**src/rtl/div_seq.sv**
```systemverilog
// Multi-cycle restoring radix-2 divider for DIV/DIVU beside the execute stage.
// Produces {remainder, quotient}; one quotient bit per cycle, cancellable by annul_i.
module div_seq #(
    parameter int WIDTH = 32
) (
    input  logic               clk,
    input  logic               rst,
    input  logic               signed_div_i,
    input  logic [WIDTH-1:0]   opdata1_i,
    input  logic [WIDTH-1:0]   opdata2_i,
    input  logic               start_i,
    input  logic               annul_i,
    output logic [2*WIDTH-1:0] result_o,
    output logic               ready_o
);

    localparam int CW = $clog2(WIDTH) + 1;

    typedef enum logic [1:0] {
        IDLE,
        BYZERO,
        ON,
        END
    } state_t;

    state_t           state;
    logic [CW-1:0]    cnt;
    logic [2*WIDTH:0] work;
    logic [WIDTH-1:0] divisor;
    logic             sign1;
    logic             sign2;

    logic             op1_neg;
    logic             op2_neg;
    logic [WIDTH-1:0] op1_mag;
    logic [WIDTH-1:0] op2_mag;
    logic [WIDTH:0]   diff;
    logic [WIDTH-1:0] quo;
    logic [WIDTH-1:0] rem;

    always_comb begin
        op1_neg = signed_div_i & opdata1_i[WIDTH-1];
        op2_neg = signed_div_i & opdata2_i[WIDTH-1];
        op1_mag = op1_neg ? ('0 - opdata1_i) : opdata1_i;
        op2_mag = op2_neg ? ('0 - opdata2_i) : opdata2_i;
        // Partial remainder minus divisor; msb set means it does not fit.
        diff    = work[2*WIDTH:WIDTH] - {1'b0, divisor};
        quo     = (sign1 ^ sign2) ? ('0 - work[WIDTH-1:0]) : work[WIDTH-1:0];
        rem     = sign1 ? ('0 - work[2*WIDTH:WIDTH+1]) : work[2*WIDTH:WIDTH+1];
    end

    always_ff @(posedge clk) begin
        if (rst) begin
            state    <= IDLE;
            cnt      <= '0;
            work     <= '0;
            divisor  <= '0;
            sign1    <= 1'b0;
            sign2    <= 1'b0;
            ready_o  <= 1'b0;
            result_o <= '0;
        end else begin
            unique case (state)
                IDLE: begin
                    ready_o  <= 1'b0;
                    result_o <= '0;
                    if (start_i && !annul_i) begin
                        if (opdata2_i == '0) begin
                            state <= BYZERO;
                        end else begin
                            state   <= ON;
                            cnt     <= '0;
                            work    <= {{WIDTH{1'b0}}, op1_mag, 1'b0};
                            divisor <= op2_mag;
                            sign1   <= op1_neg;
                            sign2   <= op2_neg;
                        end
                    end
                end
                BYZERO: begin
                    if (annul_i) begin
                        state <= IDLE;
                    end else begin
                        state    <= END;
                        work     <= '0;
                        result_o <= '0;
                        ready_o  <= 1'b1;
                    end
                end
                ON: begin
                    if (annul_i) begin
                        state   <= IDLE;
                        ready_o <= 1'b0;
                    end else if (cnt != CW'(WIDTH)) begin
                        if (diff[WIDTH])
                            work <= {work[2*WIDTH-1:0], 1'b0};
                        else
                            work <= {diff[WIDTH-1:0], work[WIDTH-1:0], 1'b1};
                        cnt <= cnt + CW'(1);
                    end else begin
                        result_o <= {rem, quo};
                        ready_o  <= 1'b1;
                        state    <= END;
                        cnt      <= '0;
                    end
                end
                END: begin
                    if (!start_i || annul_i) begin
                        state    <= IDLE;
                        ready_o  <= 1'b0;
                        result_o <= '0;
                    end
                end
                default: state <= IDLE;
            endcase
        end
    end

endmodule

```
**config.mk**
```make
export PLATFORM = sky130hd
export DESIGN_NAME = div_seq
export DESIGN_NICKNAME = d
export VERILOG_FILES = /design/src/rtl/div_seq.sv
export SDC_FILE = /design/constraint.sdc
export NUM_CORES = 1
export LEC_CHECK = 0
export ABC_AREA = 1
export BUFFER_PORTS_ARGS = -buffer_cell sky130_fd_sc_hd__buf_2
export CAP_MARGIN = 20
export CELL_PAD_IN_SITES_DETAIL_PLACEMENT = 1
export CELL_PAD_IN_SITES_GLOBAL_PLACEMENT = 1
export CORE_MARGIN = 1
export CORE_UTILIZATION = 42
export DETAILED_ROUTE_END_ITERATION = 8
export PLACE_DENSITY_LB_ADDON = 0.1
export SYNTH_ARGS = -nofsm -noshare
export SYNTH_HDL_FRONTEND = slang
export SYNTH_SLANG_ARGS = --single-unit
export TNS_END_PERCENT = 10
```
**constraint.sdc**
```tcl
create_clock -name clk -period 3.1 [get_ports clk]
set_input_delay 0.31 -clock clk [delete_from_list [all_inputs] [get_ports clk]]
set_output_delay 0.31 -clock clk [all_outputs]
set_load 0.01 [all_outputs]
```
==> key figures <==
Floorplanning
  • Height of the die: 176 µm
  • Row count: 63
  • Die width: 176 µm
  • Core area: 29600 µm²
  • Initial Utilization: 42.7%
  • Boundary pin count: 134
  • DIE AREA: 30800 µm²

Clock network
  • Clk_lat worst skew: 0.44 ns
  • Root Driver: clkbuf_16
  • CTS tree: done
  • H-tree Lvls: 4
  • Clk buf depth: 2
  • Hold_buf cts: 0
  • Clk slew on worst S/H paths: 0.07 ns
  • Post-CTS setup buffers: 0
  • Post-cts sizing count: 0
  • Clk sink count: around 170
  • CTS Buf Count: 17

Worst setup path
  • Worst Setup Path Type: reg2reg
  • R2r setup slk: about 0.33 ns
  • Critical Path End Type: flop
  • Crit path launch type: flop
  • R2r startpoint: work[32]
  • CP required: 3.39 ns
  • CP arrival: 3.06 ns
  • Worst r2r dst: work[56]
  • CP Max Fanout: 17
  • Worst setup endpoint: work[56]
  • CP startpoint: work[32]
  • Reg2reg path depth: 18

Route
  • Post-route ant nets: 0
  • Routed length per instance: 18.0 µm
  • Routed WL: 46.7 mm
  • Drc violations: 0
  • Drt pass-1 iters: 5
  • DR iter-0 viols: 992
  • Vias per cell: about 5.5
  • Via count: 14200

STA
  • Crit share post-route: approximately 89%
  • Max Clk Rate: 362 MHz
  • Setup TNS: 0 ns
  • Worst Skew: 0.0148 ns
  • Hold Violations, Final: 0
  • Transition time of the tightest slew-check pin: 0.659 ns
  • RSZ-0062 raised after global routing: no
  • Setup violators final: 0
  • Max_slew headroom: a little under three fifths
  • Fin crit period: ~2.8 ns
  • Final slew viol count: 0

Placement
  • Port Buffers: 133
  • Gp weighted congestion: 0.933
  • Dpl hpwl: 37.0 mm
  • Cells after DPL: ~2600

Yosys
  • Seq cells post-synth: 172
  • Ranking of synthesized cells by area: dfxtp_1 (27%), nand2_1 (17%), a21oi_1 (9.3%), inv_1 (8.2%), nand3_1 (7.0%)
  • Main synth FF type: dfxtp_1
  • Cells after synthesis: 2090
  • Post-synth top cells: nand2_1 (577), inv_1 (278), a21oi_1 (235), nand3_1 (178), dfxtp_1 (172)
  • Cell taking the most area after synthesis: dfxtp_1
  • Synth warn: 0
  • Sequential element share of the synthesized area: 27.2%
  • Mapped cell area: around 13000 µm²
  • Synth top area share: 27.2%
  • Post-synth ARST share: 0%
  • Most common cell in the netlist: nand2_1
  • Avg Synthesized Cell Area: 6.05 µm²
  • Post-synth EDFFs: 0
  • Syn Nets: between 2000 and 2500
  • Distinct cell type count after synthesis: 51

Final layout
  • Nets: 2301
  • Post-Layout Cell Count: 2591
  • Layout area overhead: 12.1%
  • Fraction of layout cells with a size suffix above 1: approximately 11%
  • ANT cells: 0

Global routing
  • Remaining Overflow, GRT: 0
  • Initial antenna violation count: 0
  • Largest net degree at the start of global routing: 60
  • Tot GR Track Use: 30.5%
  • First-pass GRT wire length: 74.0 mm
  • Vias in the first global route: 13800

Flow run
  • Max-capacitance violation count: 0

Pwr
  • Clk pwr share: 21.1%
  • Internal power: 5.12 mW
  • Switch Pwr: between 5 and 6 mW
  • Sequential Power Share: between 20% and 30%
  • Sw Share: 50.3%
  • Combinational Power Share: 50.6%
  • Leakage: 6.93 nW
  • Power per cell area: 726 nW/µm²
  • Worst vdd ir: 0.530 mV

Hold path
  • Min-Delay Path Class: in2reg

Status
  • Status: complete, no violations
## metal layers
layer  global-route usage (%)  wire length [µm]  vias to the layer above
li1                         -                 -                     6975
met1                     44.7             23500                     6748
met2                     46.5             20100                      383
met3                     3.61              2180                       54
met4                     8.51              1000                        0
met5                        0                 0                        -
## worst max-delay path: stages (launching register included)
cell	delay, ns
dfxtp_1	0.34
inv_1	0.07
ha_1	0.22
fa_1	0.41
inv_1	0.07
nand2_1	0.05
nand2_1	0.10
nand3_1	0.07
nand2_1	0.15
nand2_1	0.09
nand2_2	0.11
nand2_4	0.07
nand2_2	0.07
nand2_1	0.09
nand2_2	0.30
buf_12	0.20
nand2_1	0.06
nand3_1	0.08
a21oi_1	0.07
## how the worst min path moves through the flow
stage / start / to / slack (ns) / cells past startpoint
6_report: opdata2_i[31] / divisor[31] / 0.19 / 3
2_1_floorplan: divisor[3] / divisor[3] / 0.43 / 2
5_1_grt: opdata2_i[24] / divisor[24] / 0.19 / 3
4_1_cts: opdata2_i[21] / divisor[21] / 0.18 / 3
3_5_place_dp: ready_o / ready_o / 0.45 / 2
3_3_place_gp: ready_o / ready_o / 0.44 / 2
## layout by cell type (no fill, tap or decap), drive strengths merged, types with 2 or more instances in the layout
master	synthesis	routed
clkinv	3	9
a221oi	2	2
buf	39	156
a21oi	240	240
nor3	33	33
o2111ai	3	3
clkbuf	36	18
dfxtp	172	172
nor4	3	3
a211oi	4	4
ha	43	43
nand2	587	587
nand4	31	31
o211ai	5	5
o21ai	139	139
o21bai	3	3
inv	292	299
xnor2	17	17
xor2	43	43
a31oi	9	9
nand3b	5	5
nand3	182	182
or2	8	8
nor2	169	169
o22ai	4	4
a21o	5	5
o31ai	5	5
## registers in the layout, indices dropped and copies added, names as in the netlist
register and cells:
result_o 64, ready_o 1, sign1 1, divisor 32
sign2 1, work 65, cnt 6, state 2
## power groups by stage
stage,clock [mW],sequential (mW),combinational (mW)
6_report,2.18,2.92,5.21
5_1_grt,2.30,2.95,5.78
4_1_cts,2.21,2.90,5.14
3_5_place_dp,0,2.94,5.08
3_3_place_gp,0,2.92,4.96
2_1_floorplan,0,2.85,3.62
## cells by family (layout without fill, tap and decap cells)
| family | after synthesis | count (layout) | synth area share (%) |
|---|---|---|---|
| and+or+nand+nor | 1019 | 1019 | 34.3 |
| buffers and inverters | 372 | 483 | 12.0 |
| xor gates and xnor gates | 60 | 60 | 4.15 |
| AOI/OAI and AO/OA | 423 | 423 | 17.9 |
| DFF | 172 | 172 | 27.2 |
| adders and majority gates | 44 | 44 | 4.41 |
## metrics by stage
| stage | hold WS, ns | area [µm²] | utilization [%] | worst slack (ns) | power, mW |
|---|---|---|---|---|---|
| finish | 0.187 | 14200 | 47.9 | 0.335 | 10.3 |
| global route | 0.192 | 14200 | 47.9 | 0.0590 | 11.0 |
| CTS | 0.179 | 14200 | 47.9 | 0.336 | 10.2 |
| detailed placement | 0.446 | 13600 | 45.9 | 0.387 | 8.02 |
| global placement | 0.436 | 13600 | 45.9 | 0.517 | 7.88 |
| floorplan | 0.430 | 12700 | - | 0.918 | 6.47 |
## cell type report
cell class,count,area [µm²]
fillers,4232,15500
multi-input cells,1546,7700
flip-flops and latches,172,3440
inverters,295,1110
repair buffers,156,853
well taps,390,488
clock buffers,18,439
clock inverters,14,150
Power figures use the tool's default switching activity.
